<file path="src/rtl/ahb_lite_slv_sif_pkg.sv">
// Shared definitions for the AHB-Lite subordinate front end.
//   - htrans transfer-type encodings
//   - hsize transfer-size encodings
//   - data-phase state type (idle, data phase, second error cycle)
package ahb_lite_slv_sif_pkg;

    localparam logic [1:0] HTRANS_IDLE   = 2'b00;
    localparam logic [1:0] HTRANS_BUSY   = 2'b01;
    localparam logic [1:0] HTRANS_NONSEQ = 2'b10;
    localparam logic [1:0] HTRANS_SEQ    = 2'b11;

    localparam logic [2:0] HSIZE_8   = 3'd0;
    localparam logic [2:0] HSIZE_16  = 3'd1;
    localparam logic [2:0] HSIZE_32  = 3'd2;
    localparam logic [2:0] HSIZE_64  = 3'd3;
    localparam logic [2:0] HSIZE_128 = 3'd4;
    localparam logic [2:0] HSIZE_256 = 3'd5;

    typedef enum logic [1:0] {
        DP_IDLE = 2'd0,
        DP_DATA = 2'd1,
        DP_ERR2 = 2'd2
    } dphase_e;

endpackage

</file>
<file path="src/rtl/ahb_lite_slv_sif.sv">
// AHB-Lite subordinate front end: turns AHB-Lite address/data-phase transfers
// into a single-request client interface (dv/hld/err handshake).
// Ports:
//   hclk, hreset_n            clock, async active-low reset
//   haddr_i/hsize_i/htrans_i/hwrite_i/hsel_i/hready_i   AHB address phase
//   hwdata_i                  AHB write data (data phase)
//   hrdata_o/hresp_o/hreadyout_o  AHB response
//   dv/write/addr/wdata       client request (valid for the whole data phase)
//   hld/err/rdata             client stall, error and read data
module ahb_lite_slv_sif
    import ahb_lite_slv_sif_pkg::*;
#(
    parameter int AHB_ADDR_WIDTH    = 32,
    parameter int AHB_DATA_WIDTH    = 64,
    parameter int CLIENT_DATA_WIDTH = 32
) (
    input  logic                         hclk,
    input  logic                         hreset_n,
    input  logic [AHB_ADDR_WIDTH-1:0]    haddr_i,
    input  logic [2:0]                   hsize_i,
    input  logic [1:0]                   htrans_i,
    input  logic [AHB_DATA_WIDTH-1:0]    hwdata_i,
    input  logic                         hwrite_i,
    input  logic                         hsel_i,
    input  logic                         hready_i,
    output logic [AHB_DATA_WIDTH-1:0]    hrdata_o,
    output logic                         hresp_o,
    output logic                         hreadyout_o,
    output logic                         dv,
    input  logic                         hld,
    input  logic                         err,
    output logic                         write,
    output logic [CLIENT_DATA_WIDTH-1:0] wdata,
    output logic [AHB_ADDR_WIDTH-1:0]    addr,
    input  logic [CLIENT_DATA_WIDTH-1:0] rdata
);

    localparam int         LANES    = AHB_DATA_WIDTH / CLIENT_DATA_WIDTH;
    localparam int         LANE_LSB = $clog2(CLIENT_DATA_WIDTH / 8);
    localparam logic [2:0] SIZE_MAX = 3'(LANE_LSB);

    dphase_e                   state, state_nxt;
    logic [AHB_ADDR_WIDTH-1:0] addr_q;
    logic                      write_q;
    logic                      size_err_q;
    logic                      accept, complete, take;
    logic [AHB_ADDR_WIDTH-1:0] lane_idx;

    assign accept = hsel_i & hready_i &
                    ((htrans_i == HTRANS_NONSEQ) | (htrans_i == HTRANS_SEQ));

    // A size-errored transfer occupies a data phase slot but never shows dv;
    // that slot is the first error cycle.
    assign dv       = (state == DP_DATA) & ~size_err_q;
    assign complete = dv & ~hld & ~err;

    // While a data phase is still open the address phase may only be taken
    // in its completing cycle.
    assign take = accept & ((state != DP_DATA) | complete);

    assign hreadyout_o = (state == DP_DATA) ? complete : 1'b1;
    assign hresp_o     = ((state == DP_DATA) & (size_err_q | err)) | (state == DP_ERR2);
    assign write       = write_q;
    assign addr        = addr_q;

    always_comb begin
        state_nxt = DP_IDLE;
        case (state)
            DP_IDLE: state_nxt = take ? DP_DATA : DP_IDLE;
            DP_DATA: begin
                if (size_err_q | err) state_nxt = DP_ERR2;   // err beats hld
                else if (hld)         state_nxt = DP_DATA;
                else                  state_nxt = take ? DP_DATA : DP_IDLE;
            end
            DP_ERR2: state_nxt = take ? DP_DATA : DP_IDLE;
            default: state_nxt = DP_IDLE;
        endcase
    end

    always_ff @(posedge hclk or negedge hreset_n) begin
        if (!hreset_n) begin
            state      <= DP_IDLE;
            addr_q     <= '0;
            write_q    <= 1'b0;
            size_err_q <= 1'b0;
        end else begin
            state <= state_nxt;
            if (take) begin
                addr_q     <= haddr_i;
                write_q    <= hwrite_i;
                size_err_q <= (hsize_i > SIZE_MAX);
            end
        end
    end

    // Lane select: address bits above the client word offset, within the AHB
    // bus width. Collapses to 0 when both widths match.
    assign lane_idx = (addr_q >> LANE_LSB) & AHB_ADDR_WIDTH'(LANES - 1);

    always_comb begin
        wdata    = '0;
        hrdata_o = '0;
        for (int l = 0; l < LANES; l++) begin
            if (lane_idx == AHB_ADDR_WIDTH'(l)) begin
                wdata = hwdata_i[l*CLIENT_DATA_WIDTH +: CLIENT_DATA_WIDTH];
                if (dv & ~write_q)
                    hrdata_o[l*CLIENT_DATA_WIDTH +: CLIENT_DATA_WIDTH] = rdata;
            end
        end
    end

endmodule

</file>
<file path="config.mk">
export PLATFORM = sky130hd
export DESIGN_NAME = ahb_lite_slv_sif
export DESIGN_NICKNAME = d
export VERILOG_FILES = /design/src/rtl/ahb_lite_slv_sif_pkg.sv /design/src/rtl/ahb_lite_slv_sif.sv
export SDC_FILE = /design/constraint.sdc
export NUM_CORES = 1
export LEC_CHECK = 0
export CAP_MARGIN = 20
export CORE_ASPECT_RATIO = 0.5
export CORE_MARGIN = 5
export CORE_UTILIZATION = 29
export CTS_CLUSTER_DIAMETER = 150
export DETAILED_ROUTE_END_ITERATION = 8
export GPL_ROUTABILITY_DRIVEN = 0
export PLACE_DENSITY_LB_ADDON = 0.3
export SYNTH_ARGS = -nofsm -noshare
export SYNTH_HDL_FRONTEND = slang
export SYNTH_SLANG_ARGS = --single-unit
</file>
<file path="constraint.sdc">
create_clock -name hclk -period 3.6 [get_ports hclk]
set_clock_uncertainty 0.1 [all_clocks]
set_input_delay 0.54 -clock hclk [delete_from_list [all_inputs] [get_ports hclk]]
set_output_delay 0.54 -clock hclk [all_outputs]
set_load 0.005 [all_outputs]
</file>
* Word level (Yosys, flattened, before mapping)
Cells that the tools add are included.
Storage, ports and cells: bits in registers 36, bits in latches 0, bits in writable memories 0, bits in read-only memories 0, input bits 140, output and inout port bits 132, word-level logic and storage cells 39, memories kept 0
Cells by class: add/subtract/negate cells 0, multiply operators 0, divide/modulo/power cells 0, order comparisons 1, equality and inequality tests 5, shifts and indexed selects 0, multiplexer cells 10, bitwise gates (word level) 16, reduce and logical (&&, ||, !) cells 3
Operators with widths (number):
- $mux 32 | 5
- $logic_not 32->1 | 1
- $and 1x1->1 | 8
- $eq 2x2->1 const B | 3
- $not 1->1 | 4
- $or 1x1->1 | 4
- $pmux 2 s2 | 1
- $gt 3x2->1 const B | 1
- $mux 1 | 3
- $eq 2x1->1 const B | 1
- $logic_not 2->1 | 1
- $mux 2 | 1
- $ne 2x1->1 const B | 1
- $reduce_or 2->1 | 1

* Longest topological paths before layout
depth in word-level cells 10, gate-level depth with buffers 4

* Least setup slack after synthesis
OpenSTA, ideal clock, no wires.
path kind register -> output, from register state[1], to output port hrdata_o[33], arrival 1418 ps, data required time 2960 ps, setup slack 1542 ps, cell stages (with the launch flop) 5, cells stage by stage dfrtp_1 -> nand2b_1 -> nor4b_1 -> clkbuf_1 -> and2_2
On the way: longest elaborated chain between the ends 5
Ends and longest elaborated chain:
- start, declared | line ahb_lite_slv_sif.sv:42 | dphase_e state, state_nxt;
- start signal, assigned | line ahb_lite_slv_sif.sv:87 | state <= state_nxt;
- $eq 2x1->1 | line ahb_lite_slv_sif.sv:54 | assign dv = (state == DP_DATA) & ~size_err_q;
- $and 1x1->1 | line ahb_lite_slv_sif.sv:54
- $and 1x1->1 | line ahb_lite_slv_sif.sv:106 | if (dv & ~write_q)
- $mux 32 | line ahb_lite_slv_sif.sv:106
- $mux 32 | line ahb_lite_slv_sif.sv:104 | if (lane_idx == AHB_ADDR_WIDTH'(l)) begin
- end, declared | line ahb_lite_slv_sif.sv:26 | output logic [AHB_DATA_WIDTH-1:0] hrdata_o,
No other way between the ends.

* Final worst setup path
from register state[1], to output port hrdata_o[54]
Same word-level chain as after synthesis.

==> flow_metrics.py <==
metrics = {
    "outcome": {
        "run_status": "finished, final reports clean",
    },
    "worst_setup_path": {
        "slowest_stage": "clkdlybuf4s50_1",
        "crit_chain": "nand2b_1 -> nor4b_2 -> buf_4 -> and2_2 -> clkdlybuf4s50_1",
        "cp-end-kind": "output pin",
        "arrival_ns": 2.12,
        "worst_setup_path_start_kind": "flip-flop",
        "cp.required_ns": 2.96,
        "cp_slowest_stage_delay_ns": 0.52,
        "worstSetupPathType": "reg -> out",
        "r2r_cells": 4,
        "rr_startpoint": "size_err_q$_DFFE_PN0P_",
        "r2r-end": "addr[8]$_DFFE_PN0P_",
        "path_max_fanout": 32,
        "startpoint": "state[1]$_DFF_PN0_",
        "reg2reg_slack_ns": 1.46,
    },
    "route": {
        "routed-via-count": 2461,
        "initialDrtViolationCount": 61,
        "drt-pass1-iter-count": 4,
        "routed_wl_um": 10300,
        "vias_per_cell": 4.27,
        "ant_nets": 0,
        "route.detailed.drc": 0,
        "wire_per_inst_um": 17.8,
    },
    "flow_run": {
        "maxCapViolCount": 0,
    },
    "floorplan": {
        "fp.dieH_um": 72.7,
        "core-area_sq_um": 7490,
        "ioPinCount": 272,
        "start_util": 0.304,
        "die_area_sq_um": 9830,
        "die_w_um": 135,
        "fp-row-count": 22,
    },
    "timing": {
        "tightest_slew_ns": 0.801,
        "rsz0062_at_grt": "false",
        "hold_viol": 0,
        "fin_setup_tns_ns": 0,
        "max_freq_ghz": 0.363,
        "slew_viol_final": 0,
        "setup_viol": 0,
        "fin_crit_sh": 0.766,
        "relSlewSlack": 0.466,
        "period_needed_ns": 2.76,
    },
    "cts": {
        "clk_latency_ns": 0.27,
        "numCtsBuffers": 5,
        "postCtsHoldBufs": 0,
        "cts_setup_buffers": 0,
        "h-tree-depth": 2,
        "cts_tree": "yes",
        "clkTransAtPathRegs_ns": 0.06,
        "post_cts_resized": 0,
        "clockBufferDepth": 2,
        "cts.sinks": 36,
        "cts_root_buffer": "clkbuf_16",
    },
    "power_and_ir_drop": {
        "pwr-share-comb": 0.440,
        "internal_power_mw": 1.27,
        "pwr-share-clk": 0.242,
        "swShare": 0.248,
        "irDropWorstVdd_mv": 0.407,
        "power_switching_uw": 419,
        "p_seq_frac": 0.318,
        "leakage_nw": 2.06,
        "p_per_area_nw_per_um2": 323,
    },
    "global_routing": {
        "antenna_found_initial": 0,
        "grtUsageTotal": 0.195,
        "grt_start_max_net_pins": 37,
        "grt_pass1_wl_um": 14900,
        "grt_pass1_vias": 2557,
        "grt_overflow": 0,
    },
    "finish": {
        "final_cell_mix": "clkdlybuf4s50_1, mux2_2, dfrtp_1",
        "post-route-util": 0.699,
        "area_delta_synth_final_pct": 130,
        "num-nets-final": 607,
        "n_fill_cell": 611,
        "num_antenna_cells": 0,
        "drive_above_1_share": 0.246,
        "mostFrequentLayoutCell": "clkdlybuf4s50_1",
    },
    "yosys": {
        "synth_area_per_cell_sq_um": 11.4,
        "synth_seq_cells": 36,
        "synth_fp_nets": 339,
        "yosys_warnings": 0,
        "yosysSeqAreaShare": 0.396,
        "syn_inst": 199,
        "syn_area_sq_um": 2280,
        "synth.distinct_cells": 23,
    },
    "placement": {
        "hpwl_um": 8760,
        "io_buffer_count": 270,
    },
    "worst_hold_path": {
        "hp-class": "in -> async",
    },
}
[metrics by stage]
step	setup WS [ns]	instance area, sq um	hold slack [ns]	power (mW)	cells
after floorplan	1.54	2280	0.144	0.774	199
after global placement	0.915	5090	0.389	1.28	568
after detailed placement	0.894	5090	0.394	1.29	568
after CTS	0.796	5240	0.286	1.71	576
after global routing	0.687	5240	0.322	1.78	576
final	0.841	5240	0.260	1.69	576
[flip-flops by register name (all words and copies together), names as in the netlist]
register	flops
size_err_q	1
state	2
addr	32
write	1
[routing by layer]
layer	part of all wire	up-vias	wire length, um	track usage
met4	0.026	0	266	0.0726
li1	-	1214	-	-
met1	0.38	1138	3880	0.212
met3	0.060	20	620	0.0455
met2	0.54	89	5500	0.374
met5	0	-	0	0
[Yosys cell counts]
cell / count / area share
mux2_2: 65 / 0.32
dfrtp_1: 36 / 0.40
and2_1: 32 / 0.088
and2_2: 32 / 0.11
clkbuf_1: 6 / 0.0099
nor2_1: 5 / 0.0082
buf_1: 3 / 0.0049
buf_6: 3 / 0.015
nand2_1: 2 / 0.0033
o21ai_0: 2 / 0.0044
a21oi_1: 1 / 0.0022
a21oi_4: 1 / 0.0071
a31oi_1: 1 / 0.0027
and2b_2: 1 / 0.0038
buf_2: 1 / 0.0022
nand2b_1: 1 / 0.0027
nand3_1: 1 / 0.0022
nor4_1: 1 / 0.0027
nor4b_1: 1 / 0.0038
o22ai_1: 1 / 0.0027
o31ai_1: 1 / 0.0033
or2b_1: 1 / 0.0033
or3_4: 1 / 0.0049
[cell families (layout without fill, tap and decap cells)]
| family | Yosys count | in the layout | share of synthesized area |
|---|---|---|---|
| AOI/OAI and AO/OA | 7 | 7 | 0.0225 |
| buffers and inverters | 13 | 282 | 0.0319 |
| DFF | 36 | 36 | 0.396 |
| muxes | 65 | 65 | 0.321 |
| and+or+nand+nor | 78 | 78 | 0.229 |
[worst max path at each step]
stage / to / slack, ns / cells after the start
5_1_grt: hrdata_o[54] / 0.69 / 5
6_report: hrdata_o[54] / 0.84 / 5
3_5_place_dp: addr[11]$_DFFE_PN0P_ / 0.89 / 5
3_3_place_gp: addr[11]$_DFFE_PN0P_ / 0.92 / 5
2_1_floorplan: hrdata_o[33] / 1.54 / 4
4_1_cts: hrdata_o[59] / 0.80 / 5
[layout make-up]
cell class,instances,area (sq um),share of cell area
Multi-Input combinational cell,150,1320,0.251
Sequential cell,36,901,0.172
Timing Repair Buffer,274,2740,0.523
Clock inverter,3,18.8,0.00358
Clock buffer,5,125,0.0239
Tap cell,108,135,0.0258
[power by group through the flow]
stage	Clock [mW]	Sequential (mW)	Combinational (mW)
4_1_cts	0.421	0.538	0.755
2_1_floorplan	0	0.546	0.228
6_report	0.409	0.537	0.744
3_3_place_gp	0	0.539	0.740
3_5_place_dp	0	0.544	0.749
5_1_grt	0.440	0.551	0.790
[worst max-delay path: cells and delay by family, from the launching register on]
family / cells / cell delay [ns]
buf+inv: 2 / 0.81
flops: 1 / 0.37
simple gates: 3 / 0.65
No activity file was read; power rests on OpenSTA's default activity.
